**src/rtl/pipe_pkg.sv**
```systemverilog
// -----------------------------------------------------------------------------
// pipe_pkg
// Shared definitions for the pipeline stage registers.
//   stage_state_e : occupancy state of a stage (EMPTY / ONE / TWO)
//   OCC_W         : width of the occupancy count
//   NOP_INSTR     : instruction word used to build the bubble payload
//   state_occ()   : maps a stage state to its held-entry count
// -----------------------------------------------------------------------------
package pipe_pkg;

  typedef enum logic [1:0] {
    EMPTY = 2'd0,
    ONE   = 2'd1,
    TWO   = 2'd2
  } stage_state_e;

  localparam int OCC_W = 2;

  localparam logic [31:0] NOP_INSTR = 32'h0000_0000;

  // Number of entries held in a given state; unknown encodings report zero.
  function automatic logic [OCC_W-1:0] state_occ(input stage_state_e s);
    logic [OCC_W-1:0] occ;
    case (s)
      EMPTY:   occ = 2'd0;
      ONE:     occ = 2'd1;
      TWO:     occ = 2'd2;
      default: occ = 2'd0;
    endcase
    return occ;
  endfunction

endpackage

```
**src/rtl/pipe_entry.sv**
```systemverilog
// -----------------------------------------------------------------------------
// pipe_entry
// One payload register of a pipeline stage, with load and clear-to-bubble.
// Ports:
//   clk    in   clock, rising edge
//   rst_n  in   asynchronous active-low reset (register returns to BUBBLE)
//   clear  in   synchronous clear to BUBBLE, dominates load
//   load   in   capture d on the next rising edge
//   d      in   DATA_W payload to capture
//   q      out  DATA_W held payload
// -----------------------------------------------------------------------------
module pipe_entry #(
  parameter int                DATA_W = 64,
  parameter logic [DATA_W-1:0] BUBBLE = {DATA_W{1'b0}}
) (
  input  logic              clk,
  input  logic              rst_n,
  input  logic              clear,
  input  logic              load,
  input  logic [DATA_W-1:0] d,
  output logic [DATA_W-1:0] q
);

  logic [DATA_W-1:0] data_r;

  // Payload register: clear wins over load so a squash never keeps stale data.
  always_ff @(posedge clk or negedge rst_n) begin
    if (!rst_n) begin
      data_r <= BUBBLE;
    end else if (clear) begin
      data_r <= BUBBLE;
    end else if (load) begin
      data_r <= d;
    end else begin
      data_r <= data_r;
    end
  end

  assign q = data_r;

endmodule

```
**src/rtl/pipe_stage_reg.sv**
```systemverilog
// -----------------------------------------------------------------------------
// pipe_stage_reg
// Valid/ready pipeline stage register (e.g. IR + NPC between two stages) with
// flush, one cycle of latency and full throughput.
//
// Build option:
//   PIPE_STAGE_SKID_EN  defined   -> main + skid entry (states EMPTY/ONE/TWO),
//                                    in_ready is a register, so no combinational
//                                    path from out_ready to in_ready.
//                       undefined -> single entry (states EMPTY/ONE),
//                                    in_ready = ~out_valid | out_ready.
//
// Ports:
//   clk        in   clock, all state changes on rising edge
//   rst_n      in   asynchronous active-low reset, discards all entries
//   in_valid   in   upstream offers in_data
//   in_data    in   DATA_W upstream payload
//   in_ready   out  stage accepts in_data this cycle
//   out_valid  out  out_data holds a valid entry
//   out_data   out  DATA_W payload, BUBBLE whenever out_valid=0
//   out_ready  in   downstream consumes; 0 stalls the stage
//   flush      in   synchronous squash of all held entries, beats handshakes
//   occupancy  out  number of held entries (0..2)
// -----------------------------------------------------------------------------
module pipe_stage_reg
  import pipe_pkg::*;
#(
  parameter int                DATA_W = 64,
  parameter logic [DATA_W-1:0] BUBBLE = DATA_W'({((DATA_W + 31) / 32){NOP_INSTR}})
) (
  input  logic              clk,
  input  logic              rst_n,
  input  logic              in_valid,
  input  logic [DATA_W-1:0] in_data,
  output logic              in_ready,
  output logic              out_valid,
  output logic [DATA_W-1:0] out_data,
  input  logic              out_ready,
  input  logic              flush,
  output logic [OCC_W-1:0]  occupancy
);

  stage_state_e      state_r;
  stage_state_e      state_nxt_s;
  logic              accept_s;
  logic              emit_s;
  logic              main_load_s;
  logic              clear_s;
  logic [DATA_W-1:0] main_d_s;
  logic [DATA_W-1:0] main_q_s;

`ifdef PIPE_STAGE_SKID_EN
  logic              in_ready_r;
  logic              skid_load_s;
  logic              main_from_skid_s;
  logic [DATA_W-1:0] skid_q_s;
`endif

  // Handshake qualifiers; flush cancels any acceptance in the same cycle.
  assign accept_s = in_valid & in_ready & ~flush;
  assign emit_s   = out_valid & out_ready;

  // Next-state and entry-control decode.
  always_comb begin
    state_nxt_s = state_r;
    main_load_s = 1'b0;
    clear_s     = 1'b0;
`ifdef PIPE_STAGE_SKID_EN
    skid_load_s      = 1'b0;
    main_from_skid_s = 1'b0;
`endif
    if (flush) begin
      // An entry emitted in the flush cycle is already consumed downstream;
      // the stage only has to forget everything it holds.
      state_nxt_s = EMPTY;
      clear_s     = 1'b1;
    end else begin
      case (state_r)
        EMPTY: begin
          if (accept_s) begin
            main_load_s = 1'b1;
            state_nxt_s = ONE;
          end else begin
            state_nxt_s = EMPTY;
          end
        end
        ONE: begin
          if (accept_s && !emit_s) begin
`ifdef PIPE_STAGE_SKID_EN
            skid_load_s = 1'b1;
            state_nxt_s = TWO;
`else
            // Cannot happen: while full, in_ready requires out_ready.
            state_nxt_s = ONE;
`endif
          end else if (emit_s && !accept_s) begin
            state_nxt_s = EMPTY;
          end else if (accept_s && emit_s) begin
            main_load_s = 1'b1;
            state_nxt_s = ONE;
          end else begin
            state_nxt_s = ONE;
          end
        end
`ifdef PIPE_STAGE_SKID_EN
        TWO: begin
          // in_ready is low in TWO, so only the drain of main matters here.
          if (emit_s) begin
            main_load_s      = 1'b1;
            main_from_skid_s = 1'b1;
            state_nxt_s      = ONE;
          end else begin
            state_nxt_s = TWO;
          end
        end
`endif
        default: begin
          // Illegal encoding: recover to a clean empty stage.
          state_nxt_s = EMPTY;
          clear_s     = 1'b1;
        end
      endcase
    end
  end

  // Stage occupancy state.
  always_ff @(posedge clk or negedge rst_n) begin
    if (!rst_n) begin
      state_r <= EMPTY;
    end else begin
      state_r <= state_nxt_s;
    end
  end

`ifdef PIPE_STAGE_SKID_EN
  assign main_d_s = main_from_skid_s ? skid_q_s : in_data;

  // Registered ready: looks only at where the stage is going, not at out_ready.
  always_ff @(posedge clk or negedge rst_n) begin
    if (!rst_n) begin
      in_ready_r <= 1'b1;
    end else begin
      in_ready_r <= (state_nxt_s != TWO);
    end
  end

  assign in_ready = in_ready_r;

  pipe_entry #(
    .DATA_W (DATA_W),
    .BUBBLE (BUBBLE)
  ) u_skid (
    .clk   (clk),
    .rst_n (rst_n),
    .clear (clear_s),
    .load  (skid_load_s),
    .d     (in_data),
    .q     (skid_q_s)
  );
`else
  assign main_d_s = in_data;
  assign in_ready = ~out_valid | out_ready;
`endif

  pipe_entry #(
    .DATA_W (DATA_W),
    .BUBBLE (BUBBLE)
  ) u_main (
    .clk   (clk),
    .rst_n (rst_n),
    .clear (clear_s),
    .load  (main_load_s),
    .d     (main_d_s),
    .q     (main_q_s)
  );

  // main keeps its last payload after draining, so gate it with out_valid.
  assign out_valid = (state_r != EMPTY);
  assign out_data  = out_valid ? main_q_s : BUBBLE;
  assign occupancy = state_occ(state_r);

endmodule

```
**config.mk**
```make
export PLATFORM = sky130hd
export DESIGN_NAME = pipe_stage_reg
export DESIGN_NICKNAME = d
export VERILOG_FILES = /design/src/rtl/pipe_pkg.sv /design/src/rtl/pipe_entry.sv /design/src/rtl/pipe_stage_reg.sv
export SDC_FILE = /design/constraint.sdc
export NUM_CORES = 1
export LEC_CHECK = 0
export BUFFER_PORTS_ARGS = -buffer_cell sky130_fd_sc_hd__buf_2
export CORE_MARGIN = 2
export CORE_UTILIZATION = 49
export CTS_BUF_LIST = sky130_fd_sc_hd__clkbuf_4 sky130_fd_sc_hd__clkbuf_8
export CTS_CLUSTER_SIZE = 28
export DETAILED_ROUTE_END_ITERATION = 10
export PLACE_DENSITY = 0.79
export REMOVE_ABC_BUFFERS = 1
export SLEW_MARGIN = 20
export SYNTH_ARGS = -nofsm -noshare
export SYNTH_HDL_FRONTEND = slang
export SYNTH_HIERARCHICAL = 1
export SYNTH_SLANG_ARGS = --single-unit
export TNS_END_PERCENT = 5
```
**constraint.sdc**
```tcl
create_clock -name clk -period 1.85 [get_ports clk]
set_input_delay 0.4625 -clock clk [delete_from_list [all_inputs] [get_ports clk]]
set_output_delay 0.4625 -clock clk [all_outputs]
set_load 0.02 [all_outputs]
```
==> summary.md <==
The run finished with clean final reports. Dividing the synthesized area by the synthesized cell count gives 10.9 um2. The count of final hold-check violations came out at 0. The number of antenna violations at the first check in global routing was 0.

From synthesis to final layout, the design area changed by 29.5%. Combinational cells account for 13.5% of the total power. The area enclosed by the die boundary was 0.00701 mm2. Once placement finished, the instance area stood at 0.00383 mm2. The setup slack after layout was 60.1 ps; the number of global-route vias before repair was 2481. The endpoint identified for the worst register-to-register timing path is u_main/q[63]$_DFFE_PN0P_. For this block, the via count after detailed routing is 2407. The first TritonRoute pass finished after 4 iterations. The switching part of the total power works out to 24.3%. Row generation in the floorplan step produced 29 rows.

The average via count per standard cell works out to 4.80. For the later-pin clock latency in the skew report, the log shows 320 ps. The tools report the critical path launch point type as a flip-flop. Per report_power, the sequential group accounts for 48.4% of the total. Summing every instance area after synthesis gives 0.00311 mm2.

The number of clock buffers added by TritonCTS is 9. At the end of the flow the core is filled with cells to 64.6%. The cell depth of the worst flop-to-flop path is 6, and the pre-CTS setup slack is 142 ps. Per report_power, the clock group accounts for 38.2% of the total. Internal power comes to 2.38 mW. The design draws 3.14 mW.

TritonCTS built the clock tree. The run gives 0 ps as the post-route setup TNS. Clock skew on the completed layout was measured at 8.92 ps. In the final routed layout, each cell accounts on average for 13.3 um.

The transition time of the tightest slew-check pin is 666 ps. The total clock sinks was 65; the count of routing violations after the opening detailed-route iteration was 92. The share of final-layout standard cells stronger than drive strength 1 is 38.4%. With fillers left out, the area of the finished cells amounts to 0.00403 mm2. The final weighted congestion in routability-driven placement was 0.705. Of the synthesized area, sequential elements account for 52.3%. The worst register-to-register path has a setup slack of 330 ps.

In this run the worst setup path begins at state_r[0]$_DFF_PN0_. Wires add up to 6680 um. The floorplan die height was 83.7 um. The synthesized netlist contains 15 unique library cells. The final period utilization was 96.8%; the total power per unit cell area was 778 mW/mm2. The H-tree was split into 3 levels.

Setup repair after global routing could not meet its margin everywhere. The top achievable clock speed is 559 MHz. The post-route antenna net violation count came out at 0. 0 antenna diodes ended up in the layout. After floorplanning, the core was sized to cover 0.00624 mm2.

The Yosys warning count came out at 6. The cell count after placement was 485. The tools report the worst slew slack as a fraction of its limit as 55.6%. The post-synthesis register bit count is 65, and the number of cells produced by synthesis is 285.

Class of the most critical hold timing path: input pin to async pin. The longest clock path from root to sink contains 2 buffers. At the worst endpoint, the arrival time is 1330 ps. The x dimension of the die is 83.7 um, and the number of ports placed on the die boundary is 137.

The logs give 0 for the number of remaining DRC errors and 141 ps for the final-layout worst hold slack. The initial utilization of the core area, before any placement, comes to 49.9%. IR analysis of the VDD net gives a maximum drop of 0.550 mV.

The most common library cell in the layout ignoring fill and taps was buf_2. Clock-pin slew was measured on the worst setup and hold paths at 70 ps. The global-route total usage across every layer was 20.2%; the detailed placement HPWL was 4650 um. Entering global routing, the biggest net connects 66 pins. Summed over all layers, the global routing overflow is 0. The tools report the worst endpoint required time as 1390 ps.

The critical setup path kind was flip-flop to output port. The max-slew violation count came out at 0. STA classifies the critical path endpoint as an output port.

The startpoint identified for the worst register-to-register timing path is state_r[0]$_DFF_PN0_. The library cells used most frequently in the layout, excluding fill and tap cells, are buf_2 (135), dfrtp_1 (65), and2_1 (64), mux2i_1 (64), nor2_1 (64). The count of buffers added on input and output ports is 135. Setup violations remaining at the end of the flow were counted as 0.

The master cell of the clock root buffer was clkbuf_8. For this run, the post-layout net count is 488. In this run the worst path has a maximum fanout of 34. The time the worst path needs with I/O delays and setup works out to 1790 ps. The total net switching power is 762 uW, and the number of max-capacitance violations reported is 0. The run gives 11400 um as the first-pass GRT wire length.

The static leakage is 2.21 nW, and the final non-filler cell total is 501.
-- flip-flops by register name (all words and copies together) (netlist names) --
| signal | flops |
|---|---|
| u_main/q | 64 |
| state_r | 1 |
-- worst max-delay path: stages (launching register included) --
cell and delay, ps:
dfrtp_1 360, buf_4 270, and2_1 200, buf_2 170
-- timing repair --
item | in CTS | in global routing
setup buffers | 0 | 0
setup endpoints to repair | 0 | 42
gates resized for setup | 0 | 0
hold buffers | 0 | 0
-- worst max-delay path by stage --
stage          slack [ps]  cells past startpoint                  endpoint
6_report               60                      3              out_data[48]
5_1_grt               -40                      3               out_data[7]
4_1_cts                40                      3              out_data[48]
3_5_place_dp          140                      7  u_main/q[21]$_DFFE_PN0P_
3_3_place_gp          180                      7  u_main/q[24]$_DFFE_PN0P_
2_1_floorplan       -6830                      4   u_main/q[0]$_DFFE_PN0P_
-- layout make-up --
class,count,area (um2)
Tap cell,77,96.3
Timing Repair Buffer,146,796
Multi-Input combinational cell,196,1310
Clock inverter,3,40.0
Inverter,1,3.75
Sequential cell,65,1630
Clock buffer,13,160
Fill cell,519,2210
-- cells in the mapped netlist --
cell / n / share of area [%]
nand2b_1: 1 / 0.20
buf_8: 6 / 2.9
inv_1: 1 / 0.12
buf_6: 1 / 0.36
mux2i_1: 64 / 21
dfrtp_1: 65 / 52
conb_1: 1 / 0.12
nor2_1: 64 / 7.7
nor3b_1: 1 / 0.24
buf_2: 1 / 0.16
a21oi_1: 1 / 0.16
buf_1: 6 / 0.72
buf_4: 2 / 0.48
clkbuf_2: 7 / 1.1
and2_1: 64 / 13
-- cell families (layout without fill, tap and decap cells) --
group | after synthesis | count (layout) | share of synthesized area [%]
AOI/OAI and AO/OA | 1 | 1 | 0.161
buffers and inverters | 24 | 163 | 5.87
DFF | 65 | 65 | 52.3
muxes | 64 | 64 | 20.6
other | 1 | 1 | 0.120
and+or+nand+nor | 130 | 130 | 21.0
-- routing by layer --
| layer | share of wire [%] | routed length (um) | track usage (%) | vias up |
|---|---|---|---|---|
| met5 | 0 | 0 | 0 | - |
| met4 | 1.4 | 95 | 6.89 | 0 |
| met3 | 6.9 | 460 | 5.34 | 11 |
| met2 | 47 | 3150 | 32.1 | 90 |
| met1 | 45 | 2970 | 27.1 | 1132 |
| li1 | - | - | - | 1174 |
-- power by group through the flow --
stage	Combinational, mW	Clock, mW	Sequential [mW]
6_report	0.423	1.20	1.52
5_1_grt	0.470	1.30	1.52
4_1_cts	0.430	1.24	1.52
3_5_place_dp	0.429	0	1.54
3_3_place_gp	0.420	0	1.54
2_1_floorplan	0.242	0	1.55
Power figures use the tool's default switching activity.
